## config.mk

```make
export PLATFORM = sky130hd
export DESIGN_NAME = motion_queue_sequencer
export DESIGN_NICKNAME = d
export VERILOG_FILES = /design/src/rtl/motion_queue_sequencer.sv
export SDC_FILE = /design/constraint.sdc
export NUM_CORES = 1
export LEC_CHECK = 0
export CAP_MARGIN = 30
export CORE_ASPECT_RATIO = 1.1
export CORE_UTILIZATION = 40
export CTS_CLUSTER_SIZE = 8
export DETAILED_ROUTE_END_ITERATION = 6
export PLACE_DENSITY = 0.67
export SYNTH_ARGS = -nofsm -noshare
export SYNTH_HDL_FRONTEND = slang
export SYNTH_SLANG_ARGS = --single-unit
```

## constraint.sdc

```tcl
create_clock -name clk -period 9.3 [get_ports clk]
set_input_delay 1.86 -clock clk [delete_from_list [all_inputs] [get_ports clk]]
set_output_delay 1.86 -clock clk [all_outputs]
set_load 0.02 [all_outputs]
```

## src/rtl/motion_queue_sequencer.sv

```systemverilog
`default_nettype none
// ============================================================================
// Module   : motion_queue_sequencer
// Purpose  : Buffers relative multi-axis move commands in a small FIFO and
//            sequences them one at a time into the motion datapath. Drives the
//            stepper enable/disable pulses and traps datapath errors in FAULT.
// Ports    : clk, reset (async, active-low)
//            cmd_valid/cmd_ready + cmd_speed, cmd_num_{x,y,z,e0,e1} : push side
//            speed, num_{x,y,z,e0,e1}_m, start_driving_main          : active move
//            finish, error                                           : datapath status
//            enable_steppers, disable_steppers                       : 1-cycle pulses
//            busy, queue_count, fault, fault_code, fault_clear       : status/control
// Options  : MOTION_QUEUE_WATCHDOG_EN enables the per-move RUN timeout
//            (fault_code 2'd2 after WATCHDOG_CYCLES cycles in RUN).
// Revision : 1.0 - initial release
// ============================================================================
module motion_queue_sequencer #(
  parameter int unsigned DEPTH           = 4,
  parameter logic [31:0] WATCHDOG_CYCLES = 32'd500_000_000
) (
  input  logic                      clk,
  input  logic                      reset,
  input  logic                      cmd_valid,
  output logic                      cmd_ready,
  input  logic [31:0]               cmd_speed,
  input  logic signed [31:0]        cmd_num_x,
  input  logic signed [31:0]        cmd_num_y,
  input  logic signed [31:0]        cmd_num_z,
  input  logic signed [31:0]        cmd_num_e0,
  input  logic signed [31:0]        cmd_num_e1,
  output logic [31:0]               speed,
  output logic signed [31:0]        num_x_m,
  output logic signed [31:0]        num_y_m,
  output logic signed [31:0]        num_z_m,
  output logic signed [31:0]        num_e0_m,
  output logic signed [31:0]        num_e1_m,
  output logic                      start_driving_main,
  input  logic                      finish,
  input  logic                      error,
  output logic                      enable_steppers,
  output logic                      disable_steppers,
  output logic                      busy,
  output logic [$clog2(DEPTH):0]    queue_count,
  output logic                      fault,
  output logic [1:0]                fault_code,
  input  logic                      fault_clear
);

  localparam int unsigned AW         = $clog2(DEPTH);
  localparam int unsigned EW         = 192;
  localparam logic [AW:0] FULL_COUNT = (AW+1)'(DEPTH);

  typedef enum logic [2:0] {
    ST_IDLE   = 3'd0,
    ST_ENABLE = 3'd1,
    ST_LOAD   = 3'd2,
    ST_RUN    = 3'd3,
    ST_GAP    = 3'd4,
    ST_FAULT  = 3'd5
  } state_t;

  state_t              state_q, state_d;
  logic [AW-1:0]       wr_ptr_q, wr_ptr_d, rd_ptr_q, rd_ptr_d;
  logic [AW:0]         count_q, count_d;
  logic                drv_on_q, drv_on_d;
  logic                start_q, start_d;
  logic                enable_q, enable_d;
  logic                disable_q, disable_d;
  logic                busy_q, busy_d;
  logic                fault_q, fault_d;
  logic [1:0]          fault_code_q, fault_code_d;
  logic [31:0]         speed_q, speed_d;
  logic signed [31:0]  num_x_q, num_x_d, num_y_q, num_y_d, num_z_q, num_z_d;
  logic signed [31:0]  num_e0_q, num_e0_d, num_e1_q, num_e1_d;

  logic [EW-1:0]       fifo_mem [DEPTH];
  logic [EW-1:0]       w_head;
  logic                w_empty, w_full, w_push, w_pop, w_null_move, w_wd_expired;

  assign w_empty     = (count_q == '0);
  assign w_full      = (count_q == FULL_COUNT);
  // Gated by reset so the producer never sees ready while the block is held.
  assign cmd_ready   = reset & ~w_full & (state_q != ST_FAULT);
  assign w_push      = cmd_valid & cmd_ready;
  assign w_pop       = (state_q == ST_LOAD) & ~w_empty;
  assign w_head      = fifo_mem[rd_ptr_q];
  // All five axis counts zero: nothing for the datapath to do.
  assign w_null_move = ~|w_head[159:0];

  // Storage is data-only; validity is tracked by the reset pointers/count.
  always_ff @(posedge clk) begin
    if (w_push) begin
      fifo_mem[wr_ptr_q] <= {cmd_speed, cmd_num_x, cmd_num_y, cmd_num_z,
                             cmd_num_e0, cmd_num_e1};
    end
  end

`ifdef MOTION_QUEUE_WATCHDOG_EN
  logic [31:0] wd_cnt_q, wd_cnt_d;

  // Held at zero outside RUN, so every RUN entry starts counting from 0.
  always_comb begin
    wd_cnt_d = '0;
    if (state_q == ST_RUN) begin
      wd_cnt_d = wd_cnt_q + 32'd1;
    end
  end

  assign w_wd_expired = (state_q == ST_RUN) && (wd_cnt_d >= WATCHDOG_CYCLES);

  always_ff @(posedge clk or negedge reset) begin
    if (!reset) begin
      wd_cnt_q <= '0;
    end else begin
      wd_cnt_q <= wd_cnt_d;
    end
  end
`else
  // RUN never times out in this build; the parameter stays on the interface.
  assign w_wd_expired = 1'b0 & (|WATCHDOG_CYCLES);
`endif

  always_comb begin
    state_d      = state_q;
    wr_ptr_d     = wr_ptr_q;
    rd_ptr_d     = rd_ptr_q;
    count_d      = count_q;
    drv_on_d     = drv_on_q;
    fault_d      = fault_q;
    fault_code_d = fault_code_q;
    speed_d      = speed_q;
    num_x_d      = num_x_q;
    num_y_d      = num_y_q;
    num_z_d      = num_z_q;
    num_e0_d     = num_e0_q;
    num_e1_d     = num_e1_q;
    disable_d    = 1'b0;

    if (w_push) wr_ptr_d = wr_ptr_q + 1'b1;
    if (w_pop)  rd_ptr_d = rd_ptr_q + 1'b1;
    if (w_push && !w_pop)      count_d = count_q + 1'b1;
    else if (!w_push && w_pop) count_d = count_q - 1'b1;

    case (state_q)
      ST_IDLE: begin
        if (!w_empty) state_d = drv_on_q ? ST_LOAD : ST_ENABLE;
      end
      ST_ENABLE: begin
        drv_on_d = 1'b1;
        state_d  = ST_LOAD;
      end
      ST_LOAD: begin
        {speed_d, num_x_d, num_y_d, num_z_d, num_e0_d, num_e1_d} = w_head;
        state_d = w_null_move ? ST_GAP : ST_RUN;
      end
      ST_RUN: begin
        if (finish) begin
          if (error) begin
            state_d      = ST_FAULT;
            fault_code_d = 2'd1;
          end else begin
            state_d = ST_GAP;
          end
        end else if (w_wd_expired) begin
          state_d      = ST_FAULT;
          fault_code_d = 2'd2;
        end
      end
      ST_GAP: begin
        state_d = w_empty ? ST_IDLE : ST_LOAD;
      end
      ST_FAULT: begin
        if (fault_clear) begin
          state_d      = ST_IDLE;
          fault_d      = 1'b0;
          fault_code_d = 2'd0;
        end
      end
      default: state_d = ST_IDLE;
    endcase

    // FAULT entry: flush wins over any push accepted on the same edge.
    if (state_d == ST_FAULT && state_q != ST_FAULT) begin
      wr_ptr_d  = '0;
      rd_ptr_d  = '0;
      count_d   = '0;
      drv_on_d  = 1'b0;
      fault_d   = 1'b1;
      disable_d = 1'b1;
    end

    // Outputs are registered from the next state so they align with it.
    start_d  = (state_d == ST_RUN);
    enable_d = (state_d == ST_ENABLE);
    busy_d   = (state_d != ST_IDLE) && (state_d != ST_FAULT);
  end

  always_ff @(posedge clk or negedge reset) begin
    if (!reset) begin
      state_q      <= ST_IDLE;
      wr_ptr_q     <= '0;
      rd_ptr_q     <= '0;
      count_q      <= '0;
      drv_on_q     <= 1'b0;
      start_q      <= 1'b0;
      enable_q     <= 1'b0;
      disable_q    <= 1'b0;
      busy_q       <= 1'b0;
      fault_q      <= 1'b0;
      fault_code_q <= 2'd0;
      speed_q      <= '0;
      num_x_q      <= '0;
      num_y_q      <= '0;
      num_z_q      <= '0;
      num_e0_q     <= '0;
      num_e1_q     <= '0;
    end else begin
      state_q      <= state_d;
      wr_ptr_q     <= wr_ptr_d;
      rd_ptr_q     <= rd_ptr_d;
      count_q      <= count_d;
      drv_on_q     <= drv_on_d;
      start_q      <= start_d;
      enable_q     <= enable_d;
      disable_q    <= disable_d;
      busy_q       <= busy_d;
      fault_q      <= fault_d;
      fault_code_q <= fault_code_d;
      speed_q      <= speed_d;
      num_x_q      <= num_x_d;
      num_y_q      <= num_y_d;
      num_z_q      <= num_z_d;
      num_e0_q     <= num_e0_d;
      num_e1_q     <= num_e1_d;
    end
  end

  assign start_driving_main = start_q;
  assign enable_steppers    = enable_q;
  assign disable_steppers   = disable_q;
  assign busy               = busy_q;
  assign queue_count        = count_q;
  assign fault              = fault_q;
  assign fault_code         = fault_code_q;
  assign speed              = speed_q;
  assign num_x_m            = num_x_q;
  assign num_y_m            = num_y_q;
  assign num_z_m            = num_z_q;
  assign num_e0_m           = num_e0_q;
  assign num_e1_m           = num_e1_q;

endmodule
`default_nettype wire

```

### Yosys cells after proc, flatten, opt, wreduce, memory -nomap -nowiden

Memories as Yosys holds them, arrays and structs flattened.
Index checks and enable logic that the tools add are counted.

* input port bits: 198
* register bits after elaboration: 210
* memories: 1
* memory bits (writable): 768
* output and inout port bits: 203
* word-level logic and storage cells: 88
* bits in latches: 0
* ROM bits: 0

Memories
* fifo_mem: depth 4, bits a word 192, rd ports 1, clocked after Yosys merged registers in 0, write ports 1, line 76 `logic [EW-1:0] fifo_mem [DEPTH];`

* equal/unequal tests: 14
* multiplexer cells: 27
* shift operators: 0
* add/sub/neg operators: 4
* reduce and logical (&&, ||, !) cells: 19
* multiply operators: 0
* bitwise logic cells: 6
* divide/modulo/power cells: 0
* order comparisons: 0

Operator list (count)
* $reduce_or A160 Y1: 1
* $mux W3: 7
* $mux W2: 9
* $pmux W3 S6: 1
* $eq A3 B3 Y1 const B: 4
* $reduce_bool A2 Y1: 6
* $eq A3 B2 Y1 const B: 3
* $mux W1: 9
* $eq A3 B1 Y1 const B: 2
* $logic_not A3 Y1: 2
* $ne A2 B2 Y1 const B: 3
* $ne A3 B3 Y1 const B: 2
* $reduce_bool A3 Y1: 2
* $add A2 B1 Y2 const B: 2
* $and A1 B1 Y1: 4
* $logic_and A1 B1 Y1: 4
* $pmux W2 S2: 1
* $reduce_and A4 Y1: 1
* $add A3 B1 Y3 const B: 1
* $sub A3 B1 Y3 const B: 1
* $logic_not A1 Y1: 2
* $not A1 Y1: 2
* $reduce_and A2 Y1: 1

### Logic depth before layout (Yosys ltp)

Gate-level depths: netlist of run 1.

* depth in word-level cells: 10
* gate-level depth with buffers: 10
* depth with buffers taken out: 8

### Worst setup path after synthesis of run 1

Ideal clock, no wire load.

* path kind: input port to flip-flop
* start: input reset
* end: memory fifo_mem[0][0], enable pin
* cell stages on the path: 2
* path slack: 2043 ps
* path buffers: 0
* data arrival time: 6680 ps
* data required time: 8722 ps
* setup time: 578 ps
* cell sequence: o311a_1 > and3_1

* word-level cells in the longest chain between the ends: 5

Ends and longest elaborated chain
* from (decl): line 22 `input logic reset,`
* $and A1 B1 Y1 (2 in series): line 83 `assign cmd_ready = reset & ~w_full & (state_q != ST_FAULT);`
* $and A1 B1 Y1: line 84 `assign w_push = cmd_valid & cmd_ready;`
* $mux W1: line 92 `if (w_push) begin`
* $mux W1 (implied by the code): line 93 `fifo_mem[wr_ptr_q] <= {cmd_speed, cmd_num_x, cmd_num_y, cmd_num_z,`
* to (decl): line 76

No other way between the ends.

### Worst setup path in the final report of run 1

* start: input reset
* end: output cmd_ready

* word-level cells in the longest chain between the ends: 2

Ends and longest elaborated chain
* $and A1 B1 Y1 (2 in series): line 83
* to (decl): line 24 `output logic cmd_ready,`

No other way between the ends.

==> results of run 1 <==
==> final cells by class <==
cell class | count | area share (%)
inverter | 7 | 0.05790
timing repair buffer | 419 | 9.364
clock buffer | 237 | 8.592
antenna | 4 | 0.02206
tap | 1160 | 3.198
multi-input combinational | 500 | 15.95
clock inverter | 14 | 0.4577
sequential | 977 | 62.36
==> critical path, cell delays in order <==
cell	delay [ns]
buf_8	0.28
o311a_1	0.38
clkdlybuf4s50_1	0.67
==> metrics by stage <==
stage                     power, uW  util (%)
after floorplan                9034         -
after global placement        10900     46.71
after detailed placement      11000     46.73
after CTS                     15740     51.38
after global routing          16200     51.39
final                         15520     51.40
==> per-layer routing <==
| layer | track usage (%) | vias up | routed length (um) |
|---|---|---|---|
| met5 | 0 | - | 174 |
| met3 | 6.890 | 139 | 7065 |
| met2 | 32.17 | 543 | 44040 |
| li1 | - | 7459 | - |
| met4 | 5.839 | 28 | 1895 |
| met1 | 23.37 | 9289 | 33050 |
==> cell families after synthesis <==
family | after synthesis
buffers and inverters | 75
other | 1
and+or+nand+nor | 94
AOI/OAI and AO/OA | 9
muxes | 385
xor gates and xnor gates | 5
DFF | 977
adders and majority gates | 6
==> power by group through the flow <==
stage | Combinational [uW] | Clock (uW) | Sequential (uW)
final | 4720 | 4690 | 6110
after global routing | 5020 | 4980 | 6200
after CTS | 4810 | 4800 | 6130
after detailed placement | 4800 | 0 | 6200
after global placement | 4740 | 0 | 6160
after floorplan | 2460 | 0 | 6570
==> worst min path at each step <==
stage,startpoint,cells after the start,end,slack (ns)
detailed placement,fault$_DFFE_PN0P_,1,fault$_DFFE_PN0P_,0.49
finish,num_z_m[30]$_DFFE_PN0P_,1,num_z_m[30]$_DFFE_PN0P_,0.50
global route,num_e1_m[27]$_DFFE_PN0P_,1,num_e1_m[27]$_DFFE_PN0P_,0.51
floorplan,drv_on_q$_DFFE_PN0P_,1,enable_steppers$_DFF_PN0_,0.44
CTS,num_e1_m[27]$_DFFE_PN0P_,1,num_e1_m[27]$_DFFE_PN0P_,0.51
global placement,fault_code[0]$_DFFE_PN0P_,1,fault_code[0]$_DFFE_PN0P_,0.47
==> state kept, by name, summed over array words and instances, names as in the netlist <==
register and cells:
busy 1, enable_steppers 1, state_q 3, num_x_m 32, num_y_m 32, num_e1_m 32, num_z_m 32, wr_ptr_q 2
num_e0_m 32, rd_ptr_q 2, drv_on_q 1, fault 1, fifo_mem 768, speed 32, queue_count 3, fault_code 1
start_driving_main 1, disable_steppers 1
==> Yosys cell counts (2+ instances only) <==
master	instances
a21o_1	2
edfxtp_1	768
mux2_2	192
dfrtp_1	209
and3_1	5
buf_1	13
buf_6	4
inv_1	7
ha_1	5
mux4_2	192
nor2_1	18
buf_4	2
nor3_1	5
buf_2	16
nand4_1	10
xor2_1	2
nand2_1	7
nor4_1	41
xnor2_1	3
or3_1	2
clkbuf_1	33
a21oi_1	3
==> flow_summary.json, run 1 <==
{
  "fin_skew_ns": 0.02165,
  "post_cts_resized": 0,
  "wl_per_cell_um": 25.99,
  "yosys_most_used_dff": "edfxtp_1",
  "startpoint_type": "input pin",
  "crit_required_ns": 7.44,
  "placed_cells": 3063,
  "synth_compound_area_share_pct": 0.1676,
  "worst_slack_ns": 4.201,
  "setup_viol": 0,
  "n_fill_cell": 6912,
  "cts_tree": "yes",
  "cp-endpoint": "cmd_ready",
  "dieHeight_um": 315.9,
  "finalCriticalPeriod_ns": 5.099,
  "antenna_found_initial": 21,
  "num_io_pins": 401,
  "drive_above_1_share_pct": 26.37,
  "finalCritPeriodShare_pct": 54.83,
  "numPortBuffers": 399,
  "start_util_pct": 40.59,
  "whs_ns": 0.4987,
  "fin_setup_tns_ns": 0,
  "grt_max_degree": 137,
  "cts-root-buf": "clkbuf_16",
  "grtUsageTotal_pct": 19.25,
  "drt_drc_violations_left": 0,
  "grt_pass1_wl_um": 126300,
  "drtIter0Drc": 1178,
  "cap_violations": 0,
  "vias": 17458,
  "p_leak_uw": 0.01521,
  "synth.ff_latch_count": 977,
  "place_congestion": 0.7580,
  "place_ws_ns": 4.187,
  "htree_levels": 4,
  "critPathMaxFanout": 38,
  "die_area_um2": 90800,
  "layout.nets": 2249,
  "hold_class": "flop to flop",
  "cp.arrival_ns": 3.24,
  "areaGrowthSynthToFinish_pct": 26.62,
  "wirelength_um": 86230,
  "yosysSeqAreaShare_pct": 78.94,
  "vias_per_cell": 5.262,
  "swShare_pct": 30.05,
  "finalInstanceArea_um2": 45380,
  "intPower_uw": 10850,
  "p_clk_share_pct": 30.2,
  "ys_types": 35,
  "clk_pin_slew_ns": 0.05,
  "finalHoldViolCount": 0,
  "muxShareOfSynthArea_pct": 18.13,
  "hold_buffers": 0,
  "rrSetupSlack_ns": 4.73,
  "synth_edf_count": 768,
  "synth_nets": 1756,
  "final_common_cell": "edfxtp_1",
  "placed_cell_area_um2": 41260,
  "clkSinkCount": 977,
  "p_per_area_nw_per_um2": 341.9,
  "maxSlewHeadroom_pct": 34.63,
  "netlist_area_um2": 35840,
  "postSynthCellCount": 1552,
  "ys_top_cells_by_area": "edfxtp_1, dfrtp_1, mux4_2, mux2_2, nor4_1",
  "multiInputGateArea_um2": 7236,
  "ant_nets": 0,
  "ir_drop_v": 0.0002979,
  "synth_xor_area_share_pct": 0.1222,
  "critical_path_class": "input pin to output port",
  "end_kind": "output port",
  "worst_pin_slew_ns": 0.9806,
  "synth.top_cell.area_share_pct": 64.35,
  "yosys.area_share.simple_pct": 1.456,
  "fmax_mhz": 196.1,
  "cts_setup_buffers": 0,
  "synth_area_leader_cell": "edfxtp_1",
  "seqCellArea_um2": 28300,
  "clock_latency_ns": 0.72,
  "grt_pass1_vias": 18808,
  "synth_top_family_by_area": "multiplexers",
  "rsz0062_at_grt": "no",
  "synth-adder-area-share_pct": 0.2304,
  "first_pass_iters": 5,
  "r2r_start": "rd_ptr_q[1]$_DFFE_PN0P_",
  "cts_buffers": 140,
  "startpoint": "reset",
  "cts_max_path_buffers": 3,
  "rows": 114,
  "pwr-share-comb_pct": 30.4,
  "core_region_area_um2": 88290,
  "power_frac_seq_pct": 39.3,
  "grt.overflow.total": 0,
  "p_sw_uw": 4662,
  "dp_hpwl_um": 53590,
  "die_w_um": 287.4,
  "yosysWarnings": 0,
  "async_flop_share_pct": 21.39,
  "mostFrequentLayoutCells": "edfxtp_1, clkdlybuf4s50_1, dfrtp_1, mux2_2, mux4_2",
  "fin_cells": 3318,
  "status": "finished clean",
  "timing.rr.end": "state_q[0]$_DFF_PN0_",
  "avgSynthCellArea_um2": 23.09,
  "rr_worst_depth": 8,
  "final_max_slew_viol_count": 0
}
Power figures use the tool's default switching activity.
==> run 2, diff against run 1 <==
--- a/config.mk
+++ b/config.mk
@@ -10,7 +10,7 @@
 export CORE_UTILIZATION = 40
 export CTS_CLUSTER_SIZE = 8
 export DETAILED_ROUTE_END_ITERATION = 6
-export PLACE_DENSITY = 0.67
+export PLACE_DENSITY = 0.69
 export SYNTH_ARGS = -nofsm -noshare
 export SYNTH_HDL_FRONTEND = slang
 export SYNTH_SLANG_ARGS = --single-unit
==> constraint.sdc (replaced) <==
create_clock -name clk -period 4.43 [get_ports clk]
set_input_delay 0.886 -clock clk [delete_from_list [all_inputs] [get_ports clk]]
set_output_delay 0.886 -clock clk [all_outputs]
set_load 0.02 [all_outputs]
==> flow_summary.json, run 2 (synthesized netlist as in run 1, its figures left out) <==
{
  "status": "finished clean",
  "critical_path_class": "flop to flop",
  "maxSlewHeadroom_pct": 39.90,
  "whs_ns": 0.4887,
  "startpoint": "rd_ptr_q[0]$_DFFE_PN0P_",
  "grt.overflow.total": 0,
  "antenna_found_initial": 20,
  "rrSetupSlack_ns": 0.41,
  "first_pass_iters": 5,
  "cp.arrival_ns": 4.60,
  "ir_drop_v": 0.0004938,
  "worst_pin_slew_ns": 0.9015,
  "ant_nets": 0,
  "clock_latency_ns": 0.73,
  "n_fill_cell": 6814,
  "r2r_start": "rd_ptr_q[0]$_DFFE_PN0P_",
  "layout.nets": 2274,
  "critPathMaxFanout": 23,
  "cts_buffers": 140,
  "vias_per_cell": 5.206,
  "critPathMaxStageDelay_ns": 0.64,
  "fin_skew_ns": 0.01976,
  "min_path_cells": 1,
  "setup_viol": 0,
  "wirelength_um": 86890,
  "cap_violations": 0,
  "fmax_mhz": 249.0,
  "htree_levels": 4,
  "drt_drc_violations_left": 0,
  "total_power_uw": 33000,
  "p_leak_uw": 0.01541,
  "cts_max_path_buffers": 3,
  "rsz0062_at_grt": "no",
  "grt_pass1_wl_um": 126400,
  "mostFrequentLayoutCells": "edfxtp_1, clkdlybuf4s50_1, dfrtp_1, mux2_2, mux4_2",
  "fin_setup_tns_ns": 0,
  "hold_class": "flop to flop",
  "top_register": "fifo_mem",
  "numPortBuffers": 399,
  "cp_num_buf_inv": 1,
  "rows": 114,
  "dieHeight_um": 315.9,
  "final_common_cell": "edfxtp_1",
  "post_cts_resized": 0,
  "p_per_area_nw_per_um2": 720.4,
  "slowest_stage": "dfrtp_4",
  "grt_max_degree": 116,
  "largest_register_ffs": 768,
  "multiInputGateArea_um2": 7236,
  "critical_path_cell_count": 8,
  "start_util_pct": 40.59,
  "areaGrowthSynthToFinish_pct": 27.80,
  "worstPathCellList": "buf_4, mux4_2, nor4_1, nand4_1, nor4_1, nand4_1, nand3_1, nand2_1",
  "die_area_um2": 90800,
  "crit_required_ns": 5.02,
  "drive_above_1_share_pct": 27.16,
  "grt_pass1_vias": 19027,
  "worstHoldStart": "fault$_DFFE_PN0P_",
  "dp_hpwl_um": 55760,
  "vias": 17413,
  "end_kind": "flop",
  "drtIter0Drc": 1152,
  "num_io_pins": 401,
  "grtUsageTotal_pct": 19.34,
  "seqCellArea_um2": 28300,
  "core_region_area_um2": 88290,
  "finalCriticalPeriod_ns": 4.016,
  "cp_top_family": "simple AND/OR/NAND/NOR gates",
  "finalHoldViolCount": 0,
  "finalCritPeriodShare_pct": 90.65,
  "clkSinkCount": 977,
  "die_w_um": 287.4,
  "startpoint_type": "flop",
  "cts_tree": "yes",
  "place_congestion": 0.7799,
  "rr_worst_depth": 8,
  "cp-endpoint": "state_q[1]$_DFF_PN0_",
  "final_max_slew_viol_count": 0,
  "wl_per_cell_um": 25.98,
  "timing.rr.end": "state_q[1]$_DFF_PN0_",
  "cts-root-buf": "clkbuf_16",
  "clk_pin_slew_ns": 0.05
}
[run 2: changes by cell type in the layout (fill, tap and decap cells not counted), moves of 4 or more]
cell       change
inv_6          -4
clkinv_16      +4
buf_4         +11
buf_12        +13
[run 2: final cells by class]
type	count	area share, %
multi-input combinational	500	15.80
timing repair buffer	444	10.05
clock buffer	237	8.490
tap	1160	3.169
sequential	977	61.78
inverter	7	0.05736
clock inverter	15	0.6283
antenna	5	0.02732
[run 2: worst min-delay path by stage]
| stage | end | slack [ns] |
|---|---|---|
| 4_1_cts | fault$_DFFE_PN0P_ | 0.49 |
| 2_1_floorplan | enable_steppers$_DFF_PN0_ | 0.44 |
| 6_report | fault$_DFFE_PN0P_ | 0.49 |
| 3_5_place_dp | fault$_DFFE_PN0P_ | 0.48 |
| 3_3_place_gp | fault_code[0]$_DFFE_PN0P_ | 0.47 |
| 5_1_grt | fault$_DFFE_PN0P_ | 0.51 |
[run 2: per-stage QoR]
step	std cells	area, um2	utilization [%]	setup slack, ns
2_1_floorplan	1552	35840	-	0.3483
3_3_place_gp	3086	41580	47.10	0.4234
3_5_place_dp	3087	41600	47.12	0.3268
4_1_cts	3340	45790	51.86	0.2791
5_1_grt	3343	45800	51.87	0.1382
6_report	3345	45800	51.88	0.4143
[run 2: timing repair]
action                     CTS  global route
buffers inserted             0             0
setup endpoints to repair    0             0
hold buffers                 1             0
hold endpoints to repair    15             0
[run 2: per-layer routing]
layer	up-vias	track usage (%)	wire length [um]
met5	-	0	115
met4	22	6.395	1958
met3	150	7.085	7286
met2	586	31.98	44160
met1	9173	23.46	33380
li1	7482	-	-
[run 2: where the power goes]
group | switching (uW) | total (uW) | internal, uW
clock network | 3930 | 9940 | 6000
registers | 973 | 12700 | 11800
logic | 5110 | 10300 | 5200
total | 10000 | 33000 | 23000
==> run 3, diff against run 2 <==
--- a/config.mk
+++ b/config.mk
@@ -5,6 +5,7 @@
 export SDC_FILE = /design/constraint.sdc
 export NUM_CORES = 1
 export LEC_CHECK = 0
+export ABC_AREA = 1
 export CAP_MARGIN = 30
 export CORE_ASPECT_RATIO = 1.1
 export CORE_UTILIZATION = 40
==> flow_summary.json, run 3 <==
{
  "status": "finished clean",
  "fin_cells": 4868,
  "finalCriticalPeriod_ns": 3.567,
  "worst_pin_slew_ns": 0.8822,
  "cp.arrival_ns": 4.18,
  "num_io_pins": 401,
  "ant_nets": 0,
  "die_area_um2": 94360,
  "start_util_pct": 40.33,
  "grt_pass1_wl_um": 147700,
  "ys_types": 30,
  "die_w_um": 293.0,
  "cap_violations": 0,
  "htree_levels": 4,
  "drt_drc_violations_left": 0,
  "rsz0062_at_grt": "no",
  "setup_viol": 0,
  "postSynthCellCount": 3079,
  "r2r_start": "rd_ptr_q[1]$_DFFE_PN0P_",
  "p_leak_uw": 0.01749,
  "cts-root-buf": "clkbuf_16",
  "post_cts_resized": 0,
  "hold_class": "input pin to async pin",
  "drtIter0Drc": 2134,
  "top_register": "fifo_mem",
  "grt_max_degree": 195,
  "synth.ff_latch_count": 977,
  "final_max_slew_viol_count": 0,
  "drive_above_1_share_pct": 5.961,
  "cts_setup_buffers": 0,
  "layout.nets": 3695,
  "rows": 117,
  "yosysSeqAreaShare_pct": 75.94,
  "dieHeight_um": 322.1,
  "hold_buffers": 0,
  "end_kind": "flop",
  "mostFrequentLayoutCells": "nand2_1, edfxtp_1, clkdlybuf4s50_1, nand3_1, o21ai_0",
  "synthTopCellsByCount": "nand2_1, edfxtp_1, nand3_1",
  "crit_required_ns": 5.05,
  "finalHoldViolCount": 0,
  "synth_edf_count": 768,
  "first_pass_iters": 5,
  "wirelength_um": 99120,
  "core_region_area_um2": 92370,
  "critPathMaxStageDelay_ns": 0.53,
  "ys_top_cells_by_area": "edfxtp_1, dfrtp_1, nand2_1, nand3_1, o21ai_0",
  "areaGrowthSynthToFinish_pct": 25.88,
  "fin_skew_ns": 0.03322,
  "p_per_area_nw_per_um2": 722.9,
  "timing.rr.end": "busy$_DFF_PN0_",
  "placed_cells": 4598,
  "cts_buffers": 140,
  "clkSinkCount": 977,
  "rr_worst_depth": 15,
  "antenna_found_initial": 36,
  "startpoint_type": "flop",
  "synth_nets": 3283,
  "fin_setup_tns_ns": 0,
  "final_common_cell": "nand2_1",
  "rrSetupSlack_ns": 0.86,
  "place_congestion": 0.8122,
  "slowest_stage": "dfrtp_4",
  "critPathMaxFanout": 45,
  "maxSlewHeadroom_pct": 41.18,
  "cts_tree": "yes",
  "vias": 24565,
  "synth.top_cell.area_share_pct": 61.90,
  "async_flop_share_pct": 21.39,
  "fmax_mhz": 280.4,
  "netlist_area_um2": 37260,
  "grtUsageTotal_pct": 21.01,
  "ir_drop_v": 0.0007908,
  "yosysMostFrequentCell": "nand2_1",
  "synth_area_leader_cell": "edfxtp_1",
  "cts_max_path_buffers": 3,
  "yosys_most_used_dff": "edfxtp_1",
  "grt_pass1_vias": 23786,
  "vias_per_cell": 5.046,
  "worstPathCellList": "inv_8, buf_4, nand3_1, nand2_1, nand2_1, nor2_1, nand2_1, nor2_1, nand2_1, nor2_1, nand3_2, nand2_2, nand3_1, nand2_1, nand2_1",
  "numPortBuffers": 399,
  "finalCritPeriodShare_pct": 80.52,
  "yosysWarnings": 0,
  "crit_top_cell": "nand2_1",
  "grt.overflow.total": 0,
  "avgSynthCellArea_um2": 12.10,
  "largest_register_ffs": 768,
  "wl_per_cell_um": 20.36,
  "clk_pin_slew_ns": 0.05,
  "critical_path_class": "flop to flop",
  "clock_latency_ns": 0.73,
  "dp_hpwl_um": 61190
}
==> run 3: changes by cell type after synthesis, moves of 8 or more <==
cell / previous run / this run
buf_1: 13 / 5
nand2_1: 7 / 1062
buf_2: 16 / 98
o21ai_0: 1 / 230
inv_1: 7 / 21
nor4_1: 41 / 2
clkbuf_1: 33 / 59
mux2_2: 192 / 0
nor2_1: 18 / 223
mux4_2: 192 / 0
a31oi_1: 0 / 33
nand3_1: 1 / 323
==> run 3: worst max path at each step <==
| stage | start | end | cells after the start |
|---|---|---|---|
| floorplan | reset | fifo_mem[0][0]$_DFFE_PP_ | 4 |
| global placement | rd_ptr_q[1]$_DFFE_PN0P_ | busy$_DFF_PN0_ | 15 |
| detailed placement | rd_ptr_q[1]$_DFFE_PN0P_ | busy$_DFF_PN0_ | 15 |
| CTS | rd_ptr_q[1]$_DFFE_PN0P_ | busy$_DFF_PN0_ | 15 |
| global route | rd_ptr_q[1]$_DFFE_PN0P_ | busy$_DFF_PN0_ | 15 |
| finish | rd_ptr_q[1]$_DFFE_PN0P_ | busy$_DFF_PN0_ | 15 |
==> run 3: layout make-up <==
cell class | count | area (um2)
clock inverter | 15 | 306.5
antenna | 12 | 30.03
clock buffer | 243 | 3911
tap | 1249 | 1563
timing repair buffer | 441 | 4539
multi-input combinational | 1907 | 8134
fill | 7761 | 45480
inverter | 24 | 112.6
sequential | 977 | 28300
==> run 3: cell families (layout without fill, tap and decap cells) <==
family	count (synthesis)	count (layout)	synth area share [%]
and+or+nand+nor	1628	1628	17.62
DFF	977	977	75.94
AOI/OAI and AO/OA	271	271	3.778
buffers and inverters	195	723	2.405
adders and majority gates	6	6	0.2217
other	1	13	0.01007
xor gates and xnor gates	1	1	0.02351
==> run 3: power breakdown <==
| group | internal, uW | switching, uW | total, uW |
|---|---|---|---|
| registers | 11700 | 926 | 12600 |
| logic | 3770 | 7450 | 11200 |
| clock network | 6090 | 3980 | 10100 |
| total | 21500 | 12400 | 33900 |
==> run 3: routing by layer <==
layer,vias to the layer above,routed length (um),track usage [%]
met3,198,10130,7.791
met2,911,47170,33.06
met5,-,253,0
li1,11514,-,-
met1,11904,39210,26.45
met4,38,2353,7.772
==> run 3: worst max-delay path, delay by kind of cell, from the launching register on <==
family,cells,cell delay (ns)
buf+inv,2,0.72
flops,1,0.53
simple gates,13,2.14
==> run 3: per-stage QoR <==
stage | total power (uW) | setup slack, ns | hold slack, ns | cell area, um2 | utilization [%]
6_report | 33900 | 0.8631 | 0.05179 | 46900 | 50.77
5_1_grt | 35830 | 0.6205 | 0.05587 | 46890 | 50.76
4_1_cts | 34200 | 0.8023 | 0.02459 | 46870 | 50.74
3_5_place_dp | 24030 | 0.8235 | 0.4730 | 42650 | 46.17
3_3_place_gp | 23850 | 0.7529 | 0.4652 | 42650 | 46.17
2_1_floorplan | 19280 | -0.2092 | 0.4477 | 37320 | -
